## config.mk

```make
export PLATFORM = sky130hd
export DESIGN_NAME = shared_divider_flat
export DESIGN_NICKNAME = d
export VERILOG_FILES = /design/src/rtl/shared_divider_if.sv /design/src/rtl/shared_divider.sv /design/src/flat_wrapper.sv
export SDC_FILE = /design/constraint.sdc
export NUM_CORES = 1
export LEC_CHECK = 0
export ABC_AREA = 1
export CAP_MARGIN = 0
export CORE_AREA = 4 4 94 96
export CTS_CLUSTER_DIAMETER = 100
export DETAILED_ROUTE_END_ITERATION = 10
export DIE_AREA = 0 0 98 100
export PLACE_DENSITY_LB_ADDON = 0.12
export SLEW_MARGIN = 20
export SYNTH_ARGS = -nofsm -noshare
export SYNTH_HDL_FRONTEND = slang
export SYNTH_SLANG_ARGS = --single-unit
```

## constraint.sdc

```tcl
create_clock -name clock -period 5.2 [get_ports clock]
set_input_delay 1.04 -clock clock [delete_from_list [all_inputs] [get_ports clock]]
set_output_delay 1.04 -clock clock [all_outputs]
set_load 0.05 [all_outputs]
```

## src/rtl/shared_divider_if.sv

```systemverilog
// Request/result bundle between the clients and the shared divider.
// The clients drive the master side and the divider drives the slave side.
interface shared_divider_if #(
  parameter int unsigned N_CH      = 2,
  parameter int unsigned IN_WIDTH  = 16,
  parameter int unsigned OUT_WIDTH = 12
);
  logic [N_CH-1:0]          req;
  logic [N_CH*IN_WIDTH-1:0] dividend;
  logic [N_CH*IN_WIDTH-1:0] divisor;
  logic [N_CH-1:0]          grant;
  logic [N_CH-1:0]          done;
  logic [OUT_WIDTH-1:0]     quotient;
  logic                     div_zero;
  logic                     sat;
  logic                     busy;

  modport master (
    output req, dividend, divisor,
    input  grant, done, quotient, div_zero, sat, busy
  );

  modport slave (
    input  req, dividend, divisor,
    output grant, done, quotient, div_zero, sat, busy
  );
endinterface

```

## src/rtl/shared_divider.sv

```systemverilog
// N-channel round-robin shared restoring divider, one quotient bit per cycle.
// Optional SHARED_DIVIDER_ROUND_EN rounds to nearest instead of truncating.
module shared_divider #(
  parameter int unsigned N_CH      = 2,
  parameter int unsigned IN_WIDTH  = 16,
  parameter int unsigned OUT_WIDTH = 12
) (
  input logic            clock,
  input logic            reset,
  shared_divider_if.slave bus
);

  localparam int unsigned PW = (N_CH > 1) ? $clog2(N_CH) : 1;
  localparam int unsigned CW = $clog2(IN_WIDTH + 1);
  localparam int unsigned QW = IN_WIDTH + 1;
  localparam logic [QW-1:0] QMax = {{(QW-OUT_WIDTH){1'b0}}, {OUT_WIDTH{1'b1}}};

  typedef enum logic [1:0] {StIdle, StDiv, StDone} state_e;

  state_e               state_q, state_d;
  logic [PW-1:0]        ptr_q, ch_q, sel;
  logic                 found;
  logic [IN_WIDTH-1:0]  quo_q, dvs_q, rem_q;
  logic [CW-1:0]        cnt_q;
  logic [OUT_WIDTH-1:0] res_q;
  logic                 dz_q, sat_q;

  logic [QW-1:0]        rem_sh, diff, rem_full, q_full;
  logic                 take;
  logic [IN_WIDTH-1:0]  quo_nx;
  logic [OUT_WIDTH-1:0] res_c;
  logic                 dz_c, sat_c;
`ifdef SHARED_DIVIDER_ROUND_EN
  logic                 round_up;
`endif

  // First requesting channel at or after the pointer, wrapping.
  always_comb begin
    int unsigned idx;
    idx   = 0;
    sel   = '0;
    found = 1'b0;
    for (int i = 0; i < N_CH; i++) begin
      idx = (int'(ptr_q) + i) % N_CH;
      if (!found && bus.req[idx]) begin
        found = 1'b1;
        sel   = PW'(idx);
      end
    end
  end

  // Restoring step; a zero divisor never subtracts.
  always_comb begin
    rem_sh   = {rem_q, quo_q[IN_WIDTH-1]};
    diff     = rem_sh - {1'b0, dvs_q};
    take     = (dvs_q != '0) && (rem_sh >= {1'b0, dvs_q});
    rem_full = take ? diff : rem_sh;
    quo_nx   = {quo_q[IN_WIDTH-2:0], take};
  end

  always_comb begin
`ifdef SHARED_DIVIDER_ROUND_EN
    round_up = (dvs_q != '0) && ({rem_q, 1'b0} >= {1'b0, dvs_q});
    q_full   = {1'b0, quo_q} + QW'(round_up);
`else
    q_full   = {1'b0, quo_q};
`endif
    res_c = q_full[OUT_WIDTH-1:0];
    dz_c  = 1'b0;
    sat_c = 1'b0;
    if (dvs_q == '0) begin
      res_c = '1;
      dz_c  = 1'b1;
    end else if (q_full > QMax) begin
      res_c = '1;
      sat_c = 1'b1;
    end
  end

  always_ff @(posedge clock or posedge reset) begin
    if (reset) begin
      state_q <= StIdle;
    end else begin
      state_q <= state_d;
    end
  end

  always_comb begin
    state_d = state_q;
    unique case (state_q)
      StIdle:  if (found) state_d = StDiv;
      StDiv:   if (cnt_q == CW'(1)) state_d = StDone;
      StDone:  state_d = StIdle;
      default: state_d = StIdle;
    endcase
  end

  always_ff @(posedge clock or posedge reset) begin
    if (reset) begin
      ptr_q <= '0;
      ch_q  <= '0;
      quo_q <= '0;
      dvs_q <= '0;
      rem_q <= '0;
      cnt_q <= '0;
      res_q <= '0;
      dz_q  <= 1'b0;
      sat_q <= 1'b0;
    end else begin
      unique case (state_q)
        StIdle: begin
          if (found) begin
            quo_q <= bus.dividend[int'(sel)*IN_WIDTH +: IN_WIDTH];
            dvs_q <= bus.divisor[int'(sel)*IN_WIDTH +: IN_WIDTH];
            rem_q <= '0;
            ch_q  <= sel;
            cnt_q <= CW'(IN_WIDTH);
          end
        end
        StDiv: begin
          quo_q <= quo_nx;
          rem_q <= IN_WIDTH'(rem_full);
          cnt_q <= cnt_q - 1'b1;
        end
        StDone: begin
          res_q <= res_c;
          dz_q  <= dz_c;
          sat_q <= sat_c;
          ptr_q <= (ch_q == PW'(N_CH - 1)) ? '0 : ch_q + 1'b1;
        end
        default: ;
      endcase
    end
  end

  // Grant is combinational so done can fall in the DONE cycle itself.
  always_comb begin
    bus.grant    = '0;
    bus.done     = '0;
    bus.busy     = (state_q != StIdle);
    bus.quotient = res_q;
    bus.div_zero = dz_q;
    bus.sat      = sat_q;
    if (state_q == StIdle && found && !reset) bus.grant[sel] = 1'b1;
    if (state_q == StDone) begin
      bus.done[ch_q] = 1'b1;
      bus.quotient   = res_c;
      bus.div_zero   = dz_c;
      bus.sat        = sat_c;
    end
  end

endmodule

```

## src/flat_wrapper.sv

```systemverilog
// flat-port wrapper written by rule: the top's interface ports become plain ports
module shared_divider_flat 
#(
  parameter int unsigned N_CH      = 2,
  parameter int unsigned IN_WIDTH  = 16,
  parameter int unsigned OUT_WIDTH = 12
)
  (clock, reset, bus_req, bus_dividend, bus_divisor, bus_grant, bus_done, bus_quotient, bus_div_zero, bus_sat, bus_busy);
  shared_divider_if #(.N_CH(N_CH), .IN_WIDTH(IN_WIDTH), .OUT_WIDTH(OUT_WIDTH)) bus_i ();
  input logic clock;
  input logic reset;
  input wire logic [$bits(bus_i.req)-1:0] bus_req;
  input wire logic [$bits(bus_i.dividend)-1:0] bus_dividend;
  input wire logic [$bits(bus_i.divisor)-1:0] bus_divisor;
  output wire logic [$bits(bus_i.grant)-1:0] bus_grant;
  output wire logic [$bits(bus_i.done)-1:0] bus_done;
  output wire logic [$bits(bus_i.quotient)-1:0] bus_quotient;
  output wire logic [$bits(bus_i.div_zero)-1:0] bus_div_zero;
  output wire logic [$bits(bus_i.sat)-1:0] bus_sat;
  output wire logic [$bits(bus_i.busy)-1:0] bus_busy;
  assign bus_i.req = bus_req;
  assign bus_i.dividend = bus_dividend;
  assign bus_i.divisor = bus_divisor;
  assign bus_grant = bus_i.grant;
  assign bus_done = bus_i.done;
  assign bus_quotient = bus_i.quotient;
  assign bus_div_zero = bus_i.div_zero;
  assign bus_sat = bus_i.sat;
  assign bus_busy = bus_i.busy;
  shared_divider #(.N_CH(N_CH), .IN_WIDTH(IN_WIDTH), .OUT_WIDTH(OUT_WIDTH)) u_core (.clock(clock), .reset(reset), .bus(bus_i));
endmodule
```

After elaboration in Yosys (flattened, before gate mapping)
Cells that the tools add are included.

cells by class
  equality and inequality tests = 5
  order comparisons = 8
  add/sub/neg operators = 4
  multiplexer cells = 33
  reductions and logical operators = 16
  shift-type cells = 2

operators with widths
  cell                                                                               number
  16-bit case mux with 2 select lines                                                2
  32-bit by 6-bit indexed part select with 16-bit output                             2
  16-bit 2-to-1 mux                                                                  3
  12-bit 2-to-1 mux                                                                  3
  17-bit by 16-bit greater-or-equal comparator with 1-bit output                     1
  16-bit by 12-bit greater-than comparator with 1-bit output, second input constant  1
  16-bit logical NOT                                                                 1
  1-bit 2-to-1 mux                                                                   16
  16-bit nonzero test                                                                1
  16-bit subtractor                                                                  1
  5-bit case mux with 2 select lines                                                 1
  1-bit by 2-bit less-than comparator with 1-bit output, second input constant       4
  2-bit 2-to-1 mux                                                                   4
  1-bit logical AND                                                                  6
  2-bit AND reduction                                                                3
  5-bit by 1-bit == test with 1-bit output, second input constant                    1
  5-bit 2-to-1 mux                                                                   1
  5-bit by 1-bit subtractor with 5-bit output, second input constant                 1
  2-bit by 1-bit != test with 1-bit output, second input constant                    2
  2-bit case mux with 2 select lines                                                 1
  2-bit nonzero test                                                                 2
  1-bit adder, second input constant                                                 2
  1-bit demux with 1-bit select                                                      2
  2-bit by 1-bit == test with 1-bit output, second input constant                    1
  other kinds (4)                                                                    6

word-level totals
  bits in registers = 71
  word-level logic and storage cells = 78

Depth between registers and ports, before layout
  depth after elaboration = 11
  mapped depth = 15
  gate-level depth less buffers = 14

Worst setup path before layout
Ideal clock, no wire load.

  kind = input to output
  start point = input port bus_req[0]
  end point = output port bus_grant[0]
  stages on the path = 5
  arrival = 2586 ps
  required time = 4160 ps
  slack = 1574 ps
  cell sequence = nand2_1 -> nand2_1 -> inv_1 -> clkbuf_1 -> nor3_1

between the ends
  longest elaborated chain between the ends = 11
  elaborated cells between the ends (all ways) = 18
  classes of those cells = order compare: 2; mux: 11; reduce/logical: 5

ends and longest elaborated chain
  item                                                                                                                              line                   source
  start: declaration                                                                                                                flat_wrapper.sv:12     input wire logic [$bits(bus_i.req)-1:0] bus_req;
  1-bit 2-to-1 mux (not written as such) (2 in a row)                                                                               shared_divider.sv:45   if (!found && bus.req[idx]) begin
  1-bit 2-to-1 mux                                                                                                                  shared_divider.sv:45
  1-bit logical NOT                                                                                                                 shared_divider.sv:45
  1-bit logical AND                                                                                                                 shared_divider.sv:45
  1-bit 2-to-1 mux                                                                                                                  shared_divider.sv:45
  1-bit by 2-bit less-than comparator with 1-bit output (not written as such) or 1-bit greater-or-equal comparator (tied branches)  shared_divider.sv:144  if (state_q == StIdle && found && !reset) bus.grant[sel] = 1'b1;
  1-bit logical AND (not written as such)                                                                                           shared_divider.sv:144
  1-bit 2-to-1 mux (not written as such)                                                                                            shared_divider.sv:144
  1-bit demux with 1-bit select                                                                                                     -
  2-bit 2-to-1 mux *                                                                                                                shared_divider.sv:144
  end: declaration                                                                                                                  flat_wrapper.sv:15     output wire logic [$bits(bus_i.grant)-1:0] bus_grant;

Mark *: on every way between the ends. The rest lies on a longest branch, timed or not. The select of a mux whose other input is x is not followed.

Worst setup path in the final report
  start point = register u_core.dvs_q[1]
  end point = output port bus_quotient[0]

between the ends
  longest elaborated chain between the ends = 3

ends and longest elaborated chain
  item                      line                   source
  start: declaration        shared_divider.sv:23   logic [IN_WIDTH-1:0] quo_q, dvs_q, rem_q;
  start signal: assignment  shared_divider.sv:114  dvs_q <= bus.divisor[int'(sel)*IN_WIDTH +: IN_WIDTH];
  16-bit logical NOT        shared_divider.sv:71   if (dvs_q == '0) begin
  12-bit 2-to-1 mux         shared_divider.sv:71
  12-bit 2-to-1 mux         shared_divider.sv:145  if (state_q == StDone) begin
  end: declaration          flat_wrapper.sv:17     output wire logic [$bits(bus_i.quotient)-1:0] bus_quotient;

Every way passes these cells.

==> metrics.md <==
| Metric | Value |
|---|---|
| Status | `finished, final reports clean` |
| Vias | `4391` |
| Max Cap Violations | `0` |
| Clock Sinks | `71` |
| First-pass DRT Iterations | `5` |
| Slew headroom | `41.40%` |
| CTS Buffer Depth | `2` |
| CTS tree | `built` |
| Cts repair resizes | `0` |
| Clk_lat worst skew | `0.35 ns` |
| Nets@finish | `769` |
| GRT Total Usage | `25.61%` |
| Top FF cell, synth | `dfrtp_1` |
| GPL Wtd Cong | `0.9107` |
| PwrDens | `698.5 mW/mm2` |
| Cell taking the most area after synthesis | `dfrtp_1` |
| Fmax | `235.9 MHz` |
| Layout cell share with drive strength beyond 1 | `5.677%` |
| First-pass GRT wire length | `20.55 mm` |
| HP Class | `reg -> reg` |
| Slowest CP cell | `clkdlybuf4s50_1` |
| Clk_skew | `0.01504 ns` |
| Hold Path Origin | `u_core.sat_q` |
| Post-synthesis mux area share | `0%` |
| Layout area overhead | `26.33%` |
| Pwr Total | `3.887 mW` |
| Post-Synth Simple-Gate Area | `29.45%` |
| Starting density of the core | `54.72%` |
| Post-synthesis sequential area ratio | `40.33%` |
| Mapped Avg Cell Area | `7.318 um2` |
| Clock-pin slew on the worst setup and hold paths | `0.08 ns` |
| Final setup TNS | `0 ns` |
| Clock buffer count from CTS | `9` |
| Worst slew pin tran | `0.8769 ns` |
| Synth async-reset ratio | `100.0%` |
| Largest net degree at the start of global routing | `47` |
| Die area | `0.009800 mm2` |
| Crit-path cells | `inv_1 -> nand4_1 -> nor2_1 -> nand2_2 -> nand2_1 -> inv_1 -> a31oi_1 -> clkdlybuf4s50_1` |
| H-tree depth | `3` |
| Ports | `87` |
| Synth unique cells | `31` |
| Area of the core | `0.008051 mm2` |
| WL per Instance | `15.59 um` |
| Post-route minimum period | `4.239 ns` |
| Required @ worst endpoint | `4.16 ns` |
| Placed Area | `0.005356 mm2` |
| Max VDD drop | `0.2852 mV` |
| Initial antenna violation count | `0` |
| Chip Height | `100 um` |
| Crit start category | `register` |
| Crit. Startpoint | `u_core.dvs_q[1]` |
| FILL cells | `681` |
| Post-synthesis compound-gate area fraction | `13.86%` |
| Worst-path fanout max | `19` |
| Final Setup Violations | `0` |
| Gate Count Post-Synth | `602` |
| Commonest non-fill, non-tap cell in the layout | `nand2_1` |
| Crit path DAT | `3.20 ns` |
| DR iter-0 viols | `231` |
| Post-Syn Nets | `689` |
| Detailed Place HPWL | `8.844 mm` |
| Post-Synth Adder-Cell Area | `5.567%` |
| Number of enable flip-flop cells after synthesis | `0` |
| FF+latch count, synth | `71` |
| Largest family of logic cells by synthesized area | `simple AND/OR/NAND/NOR gates` |
| Final-report hold violation count | `0` |
| ANT cells | `0` |
| Leading cell types in the layout, fill and taps excluded | `nand2_1, clkdlybuf4s50_1, inv_1` |
| Seq. cell area | `0.001777 mm2` |
| Post-route ant nets | `0` |
| Remaining DRCs | `0` |
| CP Class | `reg -> out` |
| Post-Synth XOR/XNOR Area | `1.392%` |
| RSZ-0062 raised after global routing | `no` |
| Mapped cell area | `0.004405 mm2` |
| Gr ovfl total | `0` |
| Row count | `33` |
| Period utilisation layout | `81.51%` |
| Top cell type's share of synthesized area | `40.33%` |
| Port buffer count | `86` |
| Clock Root Buffer | `clkbuf_8` |
| Final Max Tran Viols | `0` |
| Via density per instance | `5.544` |
| LEAKAGE | `2.717 nW` |
| Post-Route WL | `12.35 mm` |
| Yosys warns | `0` |
| Critical Path Sink Type | `output port` |
| Crit-path max cell delay | `0.84 ns` |
| Reg2reg start | `u_core.state_q[1]` |
| Ranking of synthesized cells by area | `dfrtp_1, nand2_1, inv_1, nand3_1, ha_1` |
| CTS Hold Bufs | `0` |
| Vias in the first global route | `4394` |
| DIE WIDTH | `98 um` |
| Footprint of the multi-input gates | `0.002225 mm2` |
| Post-CTS setup buffers | `0` |
| Design area | `0.005565 mm2` |
| Most frequent CP cell | `inv_1` |
-- state kept, by name (all words and copies together) (netlist names) --
name,cells
u_core.dz_q,1
u_core.ptr_q,1
u_core.ch_q,1
u_core.rem_q,16
u_core.cnt_q,5
u_core.sat_q,1
u_core.quo_q,16
u_core.dvs_q,16
u_core.res_q,12
u_core.state_q,2
-- worst paths after layout --
check	endpoint	slack (ns)	cells after the start
worst max register to register	u_core.quo_q[0]	2.70	8
worst max-delay path	bus_quotient[0]	0.96	8
worst min-delay path	u_core.sat_q	0.52	2
max in group asynchronous	u_core.res_q[2]	3.14	3
worst min register to register	u_core.sat_q	0.52	2
min in group asynchronous	u_core.rem_q[13]	1.21	2
-- Yosys cell counts (all sizes together) (10+ instances only) --
library cell and count:
nand2 173, inv 82, dfrtp 71, nor2 62, nand3 49, o21ai 40
ha 18, o22ai 16, clkbuf 14, o211ai 13, o32a 11, a21oi 10
-- worst max-delay path: cells and delay by family (launching register included) --
family,cells,cell delay [ns]
AND/OR/NAND/NOR,4,1.14
AO/OA/AOI/OAI,1,0.20
buffers and inverters,3,1.07
flip-flops,1,0.41
-- per-layer routing --
| layer | global-route usage, % | wire length (um) |
|---|---|---|
| met5 | 0 | 0 |
| met4 | 10.76 | 301 |
| met3 | 4.239 | 895 |
| met2 | 42.62 | 5949 |
| met1 | 33.29 | 5203 |
-- final cells by class --
cell class | count | area share (%)
Multi-Input combinational cell | 426 | 39.97
Inverter | 82 | 5.553
Timing Repair Buffer | 92 | 16.46
Clock buffer | 11 | 2.720
Tap cell | 105 | 2.361
Clock inverter | 5 | 1.012
Sequential cell | 71 | 31.92
-- power breakdown --
| part | switching (mW) | internal (mW) |
|---|---|---|
| clock | 0.226 | 0.247 |
| sequential | 0.163 | 0.809 |
| combinational | 1.53 | 0.908 |
| total | 1.92 | 1.96 |
-- kinds of logic after synthesis --
| family | count (synthesis) |
|---|---|
| compound gates | 96 |
| buf+inv | 105 |
| simple gates | 304 |
| flops | 71 |
| xor+xnor | 7 |
| fa+ha+maj | 19 |
-- metrics by stage --
step / setup WS, ns / hold WS, ns / util [%] / instances
after global placement: 1.304 / 0.4948 / 66.53 / 776
after floorplan: 1.574 / 0.4750 / - / 602
after global routing: 0.7695 / 0.5441 / 69.12 / 792
final: 0.9614 / 0.5153 / 69.12 / 792
after CTS: 0.9707 / 0.5200 / 69.11 / 792
after detailed placement: 1.291 / 0.4990 / 66.53 / 776
Note: power is estimated with default switching activity, not from simulation.
